==> src/rtl/mapper_mem_arbiter.sv <==
// ---------------------------------------------------------------------------
// mapper_mem_arbiter
// Shares the single 22-bit linear cartridge memory port between the PPU CHR
// fetch path, the CPU PRG fetch path and the ROM loader / save-RAM engine.
// Fixed priority is PPU > CPU > LDR. CPU and LDR each have a starvation guard
// that force-grants them after STARVE_LIMIT lost arbitrations. A stuck memory
// is survived by a timeout that completes the access with 8'hFF read data and
// sets a sticky mem_timeout flag.
//
// Ports
//   clk, reset_n               system clock, asynchronous active-low reset
//   ppu_/cpu_/ldr_ req         level request, held until the matching ack
//   ppu_/cpu_/ldr_ addr/we/din access description, sampled at grant
//   ppu_/cpu_/ldr_ ack         one-cycle completion pulse
//   ppu_/cpu_/ldr_ dout        read data, held until that requester's next completion
//   mem_req                    one-cycle command strobe to the memory controller
//   mem_addr/mem_we/mem_din    latched command of the granted requester
//   mem_ack/mem_dout           memory completion pulse and read data
//   mem_timeout                sticky stuck-memory flag, cleared only by reset
// ---------------------------------------------------------------------------
module mapper_mem_arbiter #(
    parameter int STARVE_LIMIT = 4,
    parameter int TIMEOUT      = 255
) (
    input  logic        clk,
    input  logic        reset_n,

    input  logic        ppu_req,
    input  logic [21:0] ppu_addr,
    input  logic        ppu_we,
    input  logic [7:0]  ppu_din,
    output logic        ppu_ack,
    output logic [7:0]  ppu_dout,

    input  logic        cpu_req,
    input  logic [21:0] cpu_addr,
    input  logic        cpu_we,
    input  logic [7:0]  cpu_din,
    output logic        cpu_ack,
    output logic [7:0]  cpu_dout,

    input  logic        ldr_req,
    input  logic [21:0] ldr_addr,
    input  logic        ldr_we,
    input  logic [7:0]  ldr_din,
    output logic        ldr_ack,
    output logic [7:0]  ldr_dout,

    output logic        mem_req,
    output logic [21:0] mem_addr,
    output logic        mem_we,
    output logic [7:0]  mem_din,
    input  logic        mem_ack,
    input  logic [7:0]  mem_dout,
    output logic        mem_timeout
);

    localparam int          TW         = $clog2(TIMEOUT + 1);
    localparam logic [2:0]  LIM        = 3'(STARVE_LIMIT);
    // The counter holds the number of WAIT cycles already spent, so the
    // access gives up at the end of the TIMEOUT-th WAIT cycle.
    localparam logic [TW-1:0] TLAST    = TW'(TIMEOUT - 1);

    typedef enum logic [1:0] {IDLE, ISSUE, WAIT, DONE} state_t;
    typedef enum logic [1:0] {GNT_PPU, GNT_CPU, GNT_LDR} grant_t;

    state_t        state;
    grant_t        grant;
    grant_t        win;
    logic          any_req;
    logic [21:0]   win_addr;
    logic          win_we;
    logic [7:0]    win_din;
    logic [2:0]    cpu_starve;
    logic [2:0]    ldr_starve;
    logic [TW-1:0] tcnt;
    logic          finish;
    logic [7:0]    rdata;

    // Winner selection: a starved requester overrides the fixed priority,
    // CPU before LDR. A saturated counter only counts while its request is
    // still present, so a requester that went away is never granted.
    always_comb begin
        any_req = ppu_req | cpu_req | ldr_req;
        win     = GNT_LDR;
        if (cpu_req && cpu_starve == LIM)
            win = GNT_CPU;
        else if (ldr_req && ldr_starve == LIM)
            win = GNT_LDR;
        else if (ppu_req)
            win = GNT_PPU;
        else if (cpu_req)
            win = GNT_CPU;

        win_addr = ldr_addr;
        win_we   = ldr_we;
        win_din  = ldr_din;
        case (win)
            GNT_PPU: begin
                win_addr = ppu_addr;
                win_we   = ppu_we;
                win_din  = ppu_din;
            end
            GNT_CPU: begin
                win_addr = cpu_addr;
                win_we   = cpu_we;
                win_din  = cpu_din;
            end
            default: ;
        endcase
    end

    // A WAIT cycle ends the access either on mem_ack or on the last allowed
    // cycle; an ack on that last cycle still counts as a normal completion.
    always_comb begin
        finish = (state == WAIT) && (mem_ack || tcnt == TLAST);
        rdata  = mem_ack ? mem_dout : 8'hFF;
    end

    // Main sequencer: IDLE -> ISSUE -> WAIT -> DONE -> IDLE, all outputs
    // registered. DONE exists so a requester that only drops its request
    // after seeing its ack is not granted a second time.
    always_ff @(posedge clk or negedge reset_n) begin
        if (!reset_n) begin
            state       <= IDLE;
            grant       <= GNT_PPU;
            cpu_starve  <= '0;
            ldr_starve  <= '0;
            tcnt        <= '0;
            mem_req     <= 1'b0;
            mem_addr    <= '0;
            mem_we      <= 1'b0;
            mem_din     <= '0;
            mem_timeout <= 1'b0;
            ppu_ack     <= 1'b0;
            cpu_ack     <= 1'b0;
            ldr_ack     <= 1'b0;
            ppu_dout    <= '0;
            cpu_dout    <= '0;
            ldr_dout    <= '0;
        end else begin
            mem_req <= 1'b0;
            ppu_ack <= 1'b0;
            cpu_ack <= 1'b0;
            ldr_ack <= 1'b0;

            case (state)
                IDLE: begin
                    if (any_req) begin
                        grant    <= win;
                        mem_addr <= win_addr;
                        mem_we   <= win_we;
                        mem_din  <= win_din;
                        mem_req  <= 1'b1;
                        state    <= ISSUE;

                        if (win == GNT_CPU)
                            cpu_starve <= '0;
                        else if (cpu_req && cpu_starve != LIM)
                            cpu_starve <= cpu_starve + 3'd1;

                        if (win == GNT_LDR)
                            ldr_starve <= '0;
                        else if (ldr_req && ldr_starve != LIM)
                            ldr_starve <= ldr_starve + 3'd1;
                    end
                end

                ISSUE: begin
                    tcnt  <= '0;
                    state <= WAIT;
                end

                WAIT: begin
                    if (finish) begin
                        if (!mem_ack)
                            mem_timeout <= 1'b1;
                        case (grant)
                            GNT_PPU: begin
                                ppu_ack <= 1'b1;
                                if (!mem_we)
                                    ppu_dout <= rdata;
                            end
                            GNT_CPU: begin
                                cpu_ack <= 1'b1;
                                if (!mem_we)
                                    cpu_dout <= rdata;
                            end
                            default: begin
                                ldr_ack <= 1'b1;
                                if (!mem_we)
                                    ldr_dout <= rdata;
                            end
                        endcase
                        state <= DONE;
                    end else begin
                        tcnt <= tcnt + 1'b1;
                    end
                end

                DONE: begin
                    state <= IDLE;
                end

                default: begin
                    state <= IDLE;
                end
            endcase
        end
    end

endmodule

==> config.mk <==
export PLATFORM = sky130hd
export DESIGN_NAME = mapper_mem_arbiter
export DESIGN_NICKNAME = d
export VERILOG_FILES = /design/src/rtl/mapper_mem_arbiter.sv
export SDC_FILE = /design/constraint.sdc
export NUM_CORES = 1
export LEC_CHECK = 0
export ABC_AREA = 1
export CAP_MARGIN = 20
export CORE_UTILIZATION = 35
export CTS_CLUSTER_SIZE = 20
export DETAILED_ROUTE_END_ITERATION = 8
export DONT_BUFFER_PORTS = 1
export GPL_ROUTABILITY_DRIVEN = 0
export SYNTH_ARGS = -nofsm -noshare
export SYNTH_HDL_FRONTEND = slang
export SYNTH_SLANG_ARGS = --single-unit
==> constraint.sdc <==
create_clock -name clk -period 1.8 [get_ports clk]
set_input_delay 0.36 -clock clk [delete_from_list [all_inputs] [get_ports clk]]
set_output_delay 0.36 -clock clk [all_outputs]
set_load 0.03 [all_outputs]
Word level (Yosys, flattened, before mapping)
Index checks and enable logic that the tools add are counted.
{"block": "totals", "word_cells": 88, "inputBits": 107, "register_bits": 78, "out_inout_bits": 60}
{"block": "classes", "muxes": 28, "n_reduce_logical": 22, "n_bitwise": 5, "eq_ne": 14, "add_sub_neg": 3}
{"op": "$pmux 22 s2", "count": 1}
{"op": "$pmux 8 s2", "count": 2}
{"op": "$mux 8", "count": 2}
{"op": "$mux 2", "count": 6}
{"op": "$mux 3", "count": 4}
{"op": "$reduce_and 4->1", "count": 3}
{"op": "$mux 1", "count": 11}
{"op": "$reduce_and 3->1", "count": 3}
{"op": "$add 8x1->8 const B", "count": 1}
{"op": "$eq 8x8->1 const B", "count": 1}
{"op": "$pmux 2 s4", "count": 1}
{"op": "$add 3x1->3 const B", "count": 2}
{"op": "$eq 2x1->1 const B", "count": 3}
{"op": "$eq 2x2->1 const B", "count": 3}
{"op": "$eq 3x3->1 const B", "count": 2}
{"op": "$logic_not 2->1", "count": 3}
{"op": "$ne 2x2->1 const B", "count": 3}
{"op": "$ne 3x3->1 const B", "count": 2}
{"op": "$reduce_and 2->1", "count": 3}
{"op": "$reduce_bool 2->1", "count": 3}
{"op": "$logic_and 1x1->1", "count": 5}
{"op": "$not 1->1", "count": 3}
{"op": "$or 1x1->1", "count": 2}
{"op": "$pmux 1 s2", "count": 1}
{"op": "other kinds (2)", "count": 2}

Logic depth before layout (Yosys ltp)
Gate-level depths: netlist of run 1.
{"block": "logic_depth", "ltp_word": 7, "depth_mapped": 11, "ltp_nobuf": 10}

Worst setup path after synthesis of run 1
Ideal clock, no wire load.
{"block": "synth_path", "path_kind": "register to register", "start": "register state[0]", "end": "register cpu_dout[0]", "path_buffers": 0, "path_slack_ps": 141, "path_stages_with_launch": 8, "period_less_slack_ps": 1659, "t_arrival_ps": 1538, "required_ps": 1679, "cell_sequence": "dfrtp_1 -> inv_1 -> ha_1 -> inv_4 -> nor3_4 -> nand4_4 -> nand2_1 -> nand2_1"}
{"block": "synth_via", "elab_chain_cells": 3}
{"item": "start: declaration", "line": "67", "text": "state_t state;"}
{"item": "start signal: assignment", "line": "125", "text": "state <= IDLE;"}
{"item": "start signal: assignment", "line": "155", "text": "state <= ISSUE;"}
{"item": "start signal: assignment", "line": "171", "text": "state <= WAIT;"}
{"item": "$eq 2x2->1 (*)", "line": "116, 147"}
{"item": "$logic_and 1x1->1", "line": "116", "text": "finish = (state == WAIT) && (mem_ack || tcnt == TLAST);"}
{"item": "$reduce_and 4->1 (no line) (*)"}
{"item": "end signal: assignment", "line": "187", "text": "cpu_dout <= rdata;"}
{"item": "end: declaration", "line": "40", "text": "output logic [7:0] cpu_dout,"}
Every way passes the cells marked *; elsewhere a longest branch is shown, timed or not.
A chain may end at the register's enable or synchronous reset.

Final worst setup path of run 1
{"block": "layout_path", "start": "register state[1]", "end": "register mem_addr[16]"}
{"block": "layout_via", "elab_chain_cells": 2}
{"item": "$logic_not 2->1", "line": "147", "text": "case (state)"}
{"item": "$reduce_and 2->1 (no line)"}
{"item": "end signal: assignment", "line": "151", "text": "mem_addr <= win_addr;"}
{"item": "end: declaration", "line": "50", "text": "output logic [21:0] mem_addr,"}
No other way between the ends.

==> results of run 1 <==
[cell usage after synthesis, drive strengths merged]
library cell | count | area (sq um)
nand3 | 53 | 270
inv | 25 | 96.3
a31oi | 1 | 6.26
xor2 | 4 | 35.0
or2 | 8 | 50.1
o21ai | 48 | 244
o22ai | 1 | 6.26
nor3 | 4 | 42.5
clkbuf | 16 | 60.1
buf | 9 | 50.0
nand2 | 267 | 1010
dfrtp | 78 | 1950
a21oi | 3 | 26.3
clkinv | 2 | 7.51
nand4 | 18 | 143
o21bai | 1 | 7.51
xnor2 | 2 | 17.5
nor2 | 12 | 50.1
ha | 9 | 113
[per-stage QoR]
step / total power, uW / setup slack [ns]
final: 9110 / 0.145
after global routing: 9740 / 0.000755
after CTS: 9190 / 0.155
after detailed placement: 7280 / 0.180
after global placement: 7170 / 0.202
after floorplan: 6330 / 0.141
[cell usage in the layout, fill, tap and decap left out, types with 3 or more instances in the layout]
| cell | Yosys | layout |
|---|---|---|
| nand2_2 | 2 | 3 |
| nor2_1 | 10 | 10 |
| dfrtp_1 | 78 | 78 |
| nand4_1 | 16 | 16 |
| clkbuf_16 | 0 | 9 |
| nand2_1 | 265 | 264 |
| buf_12 | 0 | 5 |
| o21ai_0 | 47 | 47 |
| ha_1 | 9 | 9 |
| or2_2 | 8 | 8 |
| nand3_1 | 52 | 52 |
| inv_1 | 23 | 23 |
| xor2_1 | 4 | 4 |
| buf_4 | 2 | 13 |
[layout make-up]
class	count	area share [%]
Timing Repair Buffer	18	4.15
Clock inverter	7	1.68
Clock buffer	9	4.73
Tap cell	143	3.76
Inverter	27	2.18
Multi-Input combinational cell	431	42.5
Sequential cell	78	41.0
[power by group]
group / internal (uW) / switching [uW]
combinational: 1040 / 1790
sequential: 2520 / 1880
clock: 1090 / 789
[state kept, by name, summed over array words and instances, names as in the netlist]
| signal | flops |
|---|---|
| mem_addr | 22 |
| cpu_dout | 8 |
| ldr_dout | 8 |
| mem_din | 8 |
| ppu_dout | 8 |
| tcnt | 8 |
| cpu_starve | 3 |
| ldr_starve | 3 |
| grant | 2 |
| state | 2 |
| cpu_ack | 1 |
| ldr_ack | 1 |
| mem_req | 1 |
| mem_timeout | 1 |
| mem_we | 1 |
| ppu_ack | 1 |
[path summary, 6_finish.rpt]
path	from	to	slack, ns	cells after the start
setup / recovery	state[1]$_DFFE_PN0P_	mem_addr[16]$_DFFE_PN0P_	0.15	7
hold / removal	reset_n	tcnt[7]$_DFFE_PN0P_	-0.28	0
setup reg to reg	state[1]$_DFFE_PN0P_	mem_addr[16]$_DFFE_PN0P_	0.15	7
hold reg to reg	grant[0]$_DFFE_PN0P_	ppu_ack$_DFF_PN0_	0.52	1
max in group asynchronous	reset_n	ldr_starve[1]$_DFFE_PN0P_	1.94	0
min in group clk	mem_ack	mem_timeout$_DFFE_PN0P_	0.12	1
[worst max-delay path, cell delays in order (launching register included)]
cell     delay, ns
dfrtp_1       0.39
inv_1         0.08
ha_1          0.21
nand2_2       0.18
buf_4         0.37
o21ai_0       0.18
nand2_1       0.09
nand2_1       0.05
[metal layers]
layer / vias up / wire (um) / share of wire, % / track usage, %
met5: - / 0 / 0 / 0
met4: 0 / 122 / 1.1 / 5.41
met3: 13 / 841 / 7.7 / 5.23
met2: 150 / 5320 / 48 / 31.8
met1: 1692 / 4680 / 43 / 22.0
li1: 1815 / - / - / -
[cell families after synthesis]
| family | after synthesis | share of synthesized area [%] |
|---|---|---|
| AO/OA/AOI/OAI | 54 | 6.94 |
| XOR/XNOR | 6 | 1.26 |
| adder cells (fa/ha/maj) | 9 | 2.69 |
| buffers and inverters | 52 | 5.11 |
| flip-flops | 78 | 46.7 |
| AND/OR/NAND/NOR | 362 | 37.4 |
==> flow_summary.json, run 1 <==
{
  "status": "complete, but fails checks",
  "violations": "DRC, hold timing",
  "fin_crit_sh_pct": 91.9,
  "holdWs_ns": -0.283,
  "first_pass_iters": 6,
  "hp-class": "in2async",
  "finalWirelength_um": 11000,
  "post_cts_buffers": 0,
  "die_h_um": 111,
  "core_area_sq_mm": 0.0115,
  "fin_nets": 681,
  "num_antenna_cells": 0,
  "cap_violations": 0,
  "vdd_drop_max_mv": 0.827,
  "antenna_found_initial": 0,
  "syn_to_final_growth_pct": 13.7,
  "critPathMaxFanout": 38,
  "ios": 167,
  "avgSynthCellArea_sq_um": 7.46,
  "netlist_area_sq_mm": 0.00418,
  "fin_setup_tns_ns": 0,
  "ys_types": 29,
  "fin_crit_ns": 1.65,
  "grt_pass1_wl_um": 18000,
  "path_class": "reg2reg",
  "drc": 16,
  "tightest_slew_ns": 0.385,
  "maxSlewViolCount": 0,
  "clock_sink_count": 78,
  "cts-htree-levels": 3,
  "cp.arrival_ns": 1.89,
  "grt_use_total_pct": 18.3,
  "rsz0062_at_grt": "no",
  "hpwl_um": 7900,
  "row_count": 39,
  "drt_first_iter_violations": 250,
  "cts_tree": "yes",
  "worstPathRequired_ns": 2.03,
  "cts-root-buf": "clkbuf_16",
  "vias": 3670,
  "vias_per_cell": 5.15,
  "wire_per_inst_um": 15.4,
  "start_util_pct": 36.3,
  "path_clk_slew_ns": 0.07,
  "postLayoutCellArea_sq_mm": 0.00476,
  "clk_path_buf_depth": 2,
  "num-fill-cells": 1151,
  "grt_pass1_vias": 3590,
  "startpoint_type": "flip-flop",
  "slew_headroom_pct": 74.3,
  "cts_resized": 0,
  "max_freq_ghz": 0.604,
  "regArea_sq_mm": 0.00195,
  "place_area_sq_mm": 0.00445,
  "p_leak_uw": 0.00237,
  "place_inst": 697,
  "synth.net_count": 677,
  "grt_max_degree": 79,
  "yosys_warnings": 0,
  "clock-skew-final_ns": 0.00810,
  "antenna_left": 0,
  "die_area_sq_mm": 0.0124,
  "port_buffers": 0,
  "layout-drive-gt1-share_pct": 9.82,
  "setup_violations": 0,
  "synthCells": 561,
  "yosys_register_bits": 78,
  "instances_no_fill": 713,
  "cts-buffers-inserted": 9,
  "critPathCaptureType": "flip-flop",
  "post-route-util_pct": 41.3,
  "overflow": 0,
  "multiInputGateArea_sq_mm": 0.00202,
  "clk_latency_ns": 0.34,
  "hold_viol_final": 78,
  "powerDensity_mw_per_mm2": 1910,
  "die_x_um": 111,
  "ys_seq_area_share_pct": 46.7
}
(Power assumes the default switching activity.)
==> inputs of run 2 (changes only) <==
--- a/config.mk
+++ b/config.mk
@@ -7,6 +7,7 @@
 export LEC_CHECK = 0
 export ABC_AREA = 1
 export CAP_MARGIN = 20
+export CORE_ASPECT_RATIO = 0.75
 export CORE_UTILIZATION = 35
 export CTS_CLUSTER_SIZE = 20
 export DETAILED_ROUTE_END_ITERATION = 8
==> run 2 against run 1 <==
The flow finishes with violations (hold timing). Clock skew about the same. Flip-flop and latch count unchanged. Critical path type unchanged. Wire length increased by 2.5%. Critical path depth increased by 3. Total power increased by 0.49%. Non-clock buffer count increased by 1. Sequential power about the same. Cell count increased by 2.8%. Global-route usage increased by 0.95 points. Largest cell class unchanged. Highest routed layer unchanged. Setup slack improved by 0.063 ns. Via count increased by 2.9%. Utilization decreased by 0.078 points.
==> flow_summary.json, run 2 (same netlist as run 1, synthesis figures left out) <==
{
  "drc": 0,
  "clock-skew-final_ns": 0.00838,
  "clock_sink_count": 78,
  "place_inst": 717,
  "finalWirelength_um": 11200,
  "max_freq_ghz": 0.628,
  "startpoint_type": "flip-flop",
  "hpwl_um": 8080,
  "p_seq_share_pct": 48.0,
  "path_class": "reg2reg",
  "drt_first_iter_violations": 242,
  "mostFrequentLayoutCells": "nand2_1 (263), dfrtp_1 (78), nand3_1 (51)",
  "hp-class": "in2async",
  "row_count": 34,
  "cts_tree": "yes",
  "cp.arrival_ns": 1.81,
  "combPwrFrac_pct": 31.0,
  "setup_violations": 0,
  "crit_path_top_delay_cell": "dfrtp_1",
  "cap_violations": 0,
  "wire_per_inst_um": 15.3,
  "cts-htree-levels": 3,
  "slew_headroom_pct": 74.4,
  "grt_pass1_wl_um": 18800,
  "die_area_sq_mm": 0.0124,
  "largest-register": "mem_addr",
  "start_util_pct": 36.0,
  "ios": 167,
  "powerDensity_mw_per_mm2": 1910,
  "grt_use_total_pct": 19.3,
  "die_h_um": 96.7,
  "crit_top_cell": "nand2_1",
  "clk_path_buf_depth": 2,
  "cp_slowest_stage_delay_ns": 0.38,
  "antenna_found_initial": 0,
  "p_leak_uw": 0.00238,
  "grt_max_degree": 79,
  "syn_to_final_growth_pct": 14.5,
  "critPathCaptureType": "flip-flop",
  "power_switching_uw": 4420,
  "cts-buffers-inserted": 9,
  "overflow": 0,
  "final_common_cell": "nand2_1",
  "p_int_uw": 4740,
  "fin_crit_sh_pct": 88.4,
  "violations": "hold timing",
  "first_pass_iters": 4,
  "hold_viol_final": 78,
  "holdWs_ns": -0.276,
  "path_cells": "inv_1 > ha_1 > nand3_2 > nand2_1 > nand2_2 > inv_2 > buf_12 > nand3_1 > nand2_1 > nand2_1",
  "cts-root-buf": "clkbuf_16",
  "worstPathRequired_ns": 2.02,
  "swShare_pct": 48.2,
  "fin_crit_ns": 1.59,
  "status": "complete, but fails checks",
  "maxSlewViolCount": 0,
  "path_clk_slew_ns": 0.07,
  "port_buffers": 0,
  "clk_latency_ns": 0.33,
  "vias": 3776,
  "grt_pass1_vias": 3705,
  "num-fill-cells": 1185,
  "vias_per_cell": 5.15,
  "vdd_drop_max_mv": 0.651,
  "instances_no_fill": 733,
  "die_x_um": 128,
  "antenna_left": 0,
  "fin_setup_tns_ns": 0,
  "tightest_slew_ns": 0.383,
  "critPathMaxFanout": 26,
  "fin_nets": 682,
  "core_area_sq_mm": 0.0116,
  "clkPwrFrac_pct": 21.1,
  "rsz0062_at_grt": "no",
  "num_antenna_cells": 0,
  "largest_reg_flops": 22,
  "layout-drive-gt1-share_pct": 10.3,
  "post_cts_buffers": 0
}
-- run 2: path summary, 6_finish.rpt --
| path | from | end | slack, ns | cells after the start |
|---|---|---|---|---|
| worst min register to register | state[1]$_DFFE_PN0P_ | state[1]$_DFFE_PN0P_ | 0.51 | 2 |
| worst max register to register | cpu_starve[0]$_DFFE_PN0P_ | mem_addr[21]$_DFFE_PN0P_ | 0.21 | 10 |
| worst max-delay path | cpu_starve[0]$_DFFE_PN0P_ | mem_addr[21]$_DFFE_PN0P_ | 0.21 | 10 |
| max in group asynchronous | reset_n | mem_addr[3]$_DFFE_PN0P_ | 1.91 | 0 |
| worst min-delay path | reset_n | ppu_dout[6]$_DFFE_PN0P_ | -0.28 | 0 |
| min in group clk | mem_ack | mem_timeout$_DFFE_PN0P_ | 0.12 | 1 |
-- run 2: what timing repair did --
item / in CTS / in global routing
setup endpoints to repair: 0 / 17
resized for setup: 0 / 5
endpoints found under the hold margin: 78 / 78
-- run 2: cell type report --
type	count	area, sq um	area share [%]
clock buffers	10	229	4.78
clock inverters	6	86.3	1.80
inverters	27	104	2.17
multi-input cells	431	2030	42.3
flip-flops and latches	78	1950	40.8
well taps	162	203	4.23
repair buffers	19	188	3.92
-- run 2: worst max-delay path: cells and delay by family, from the launching register on --
kind          cells  cell delay, ns
fa+ha+maj         1            0.18
buf+inv           3            0.35
flops             1            0.38
simple gates      6            0.55
-- run 2: metal layers --
metal	global-route usage (%)	wire length, um
met2	30.4	5130
met4	5.16	97
met1	24.6	4870
met3	7.25	1150
met5	0	0
-- run 2: stage by stage --
| stage | utilization [%] | total power (uW) | worst slack, ns | cell area, sq um | hold WS, ns |
|---|---|---|---|---|---|
| after global placement | 38.4 | 7130 | 0.188 | 4460 | 0.0685 |
| after CTS | 41.1 | 9220 | 0.125 | 4770 | -0.295 |
| after detailed placement | 38.4 | 7250 | 0.146 | 4460 | 0.0673 |
| after floorplan | - | 6330 | 0.141 | 4180 | 0.0644 |
| after global routing | 41.2 | 9850 | 0.0470 | 4790 | -0.296 |
| final | 41.2 | 9160 | 0.209 | 4790 | -0.276 |
-- run 2: power groups by stage --
| stage | sequential [uW] | clock (uW) | combinational, uW |
|---|---|---|---|
| after floorplan | 4240 | 0 | 2090 |
| after global placement | 4410 | 0 | 2720 |
| after detailed placement | 4410 | 0 | 2840 |
| after CTS | 4400 | 1980 | 2840 |
| after global routing | 4490 | 2050 | 3310 |
| final | 4390 | 1930 | 2830 |
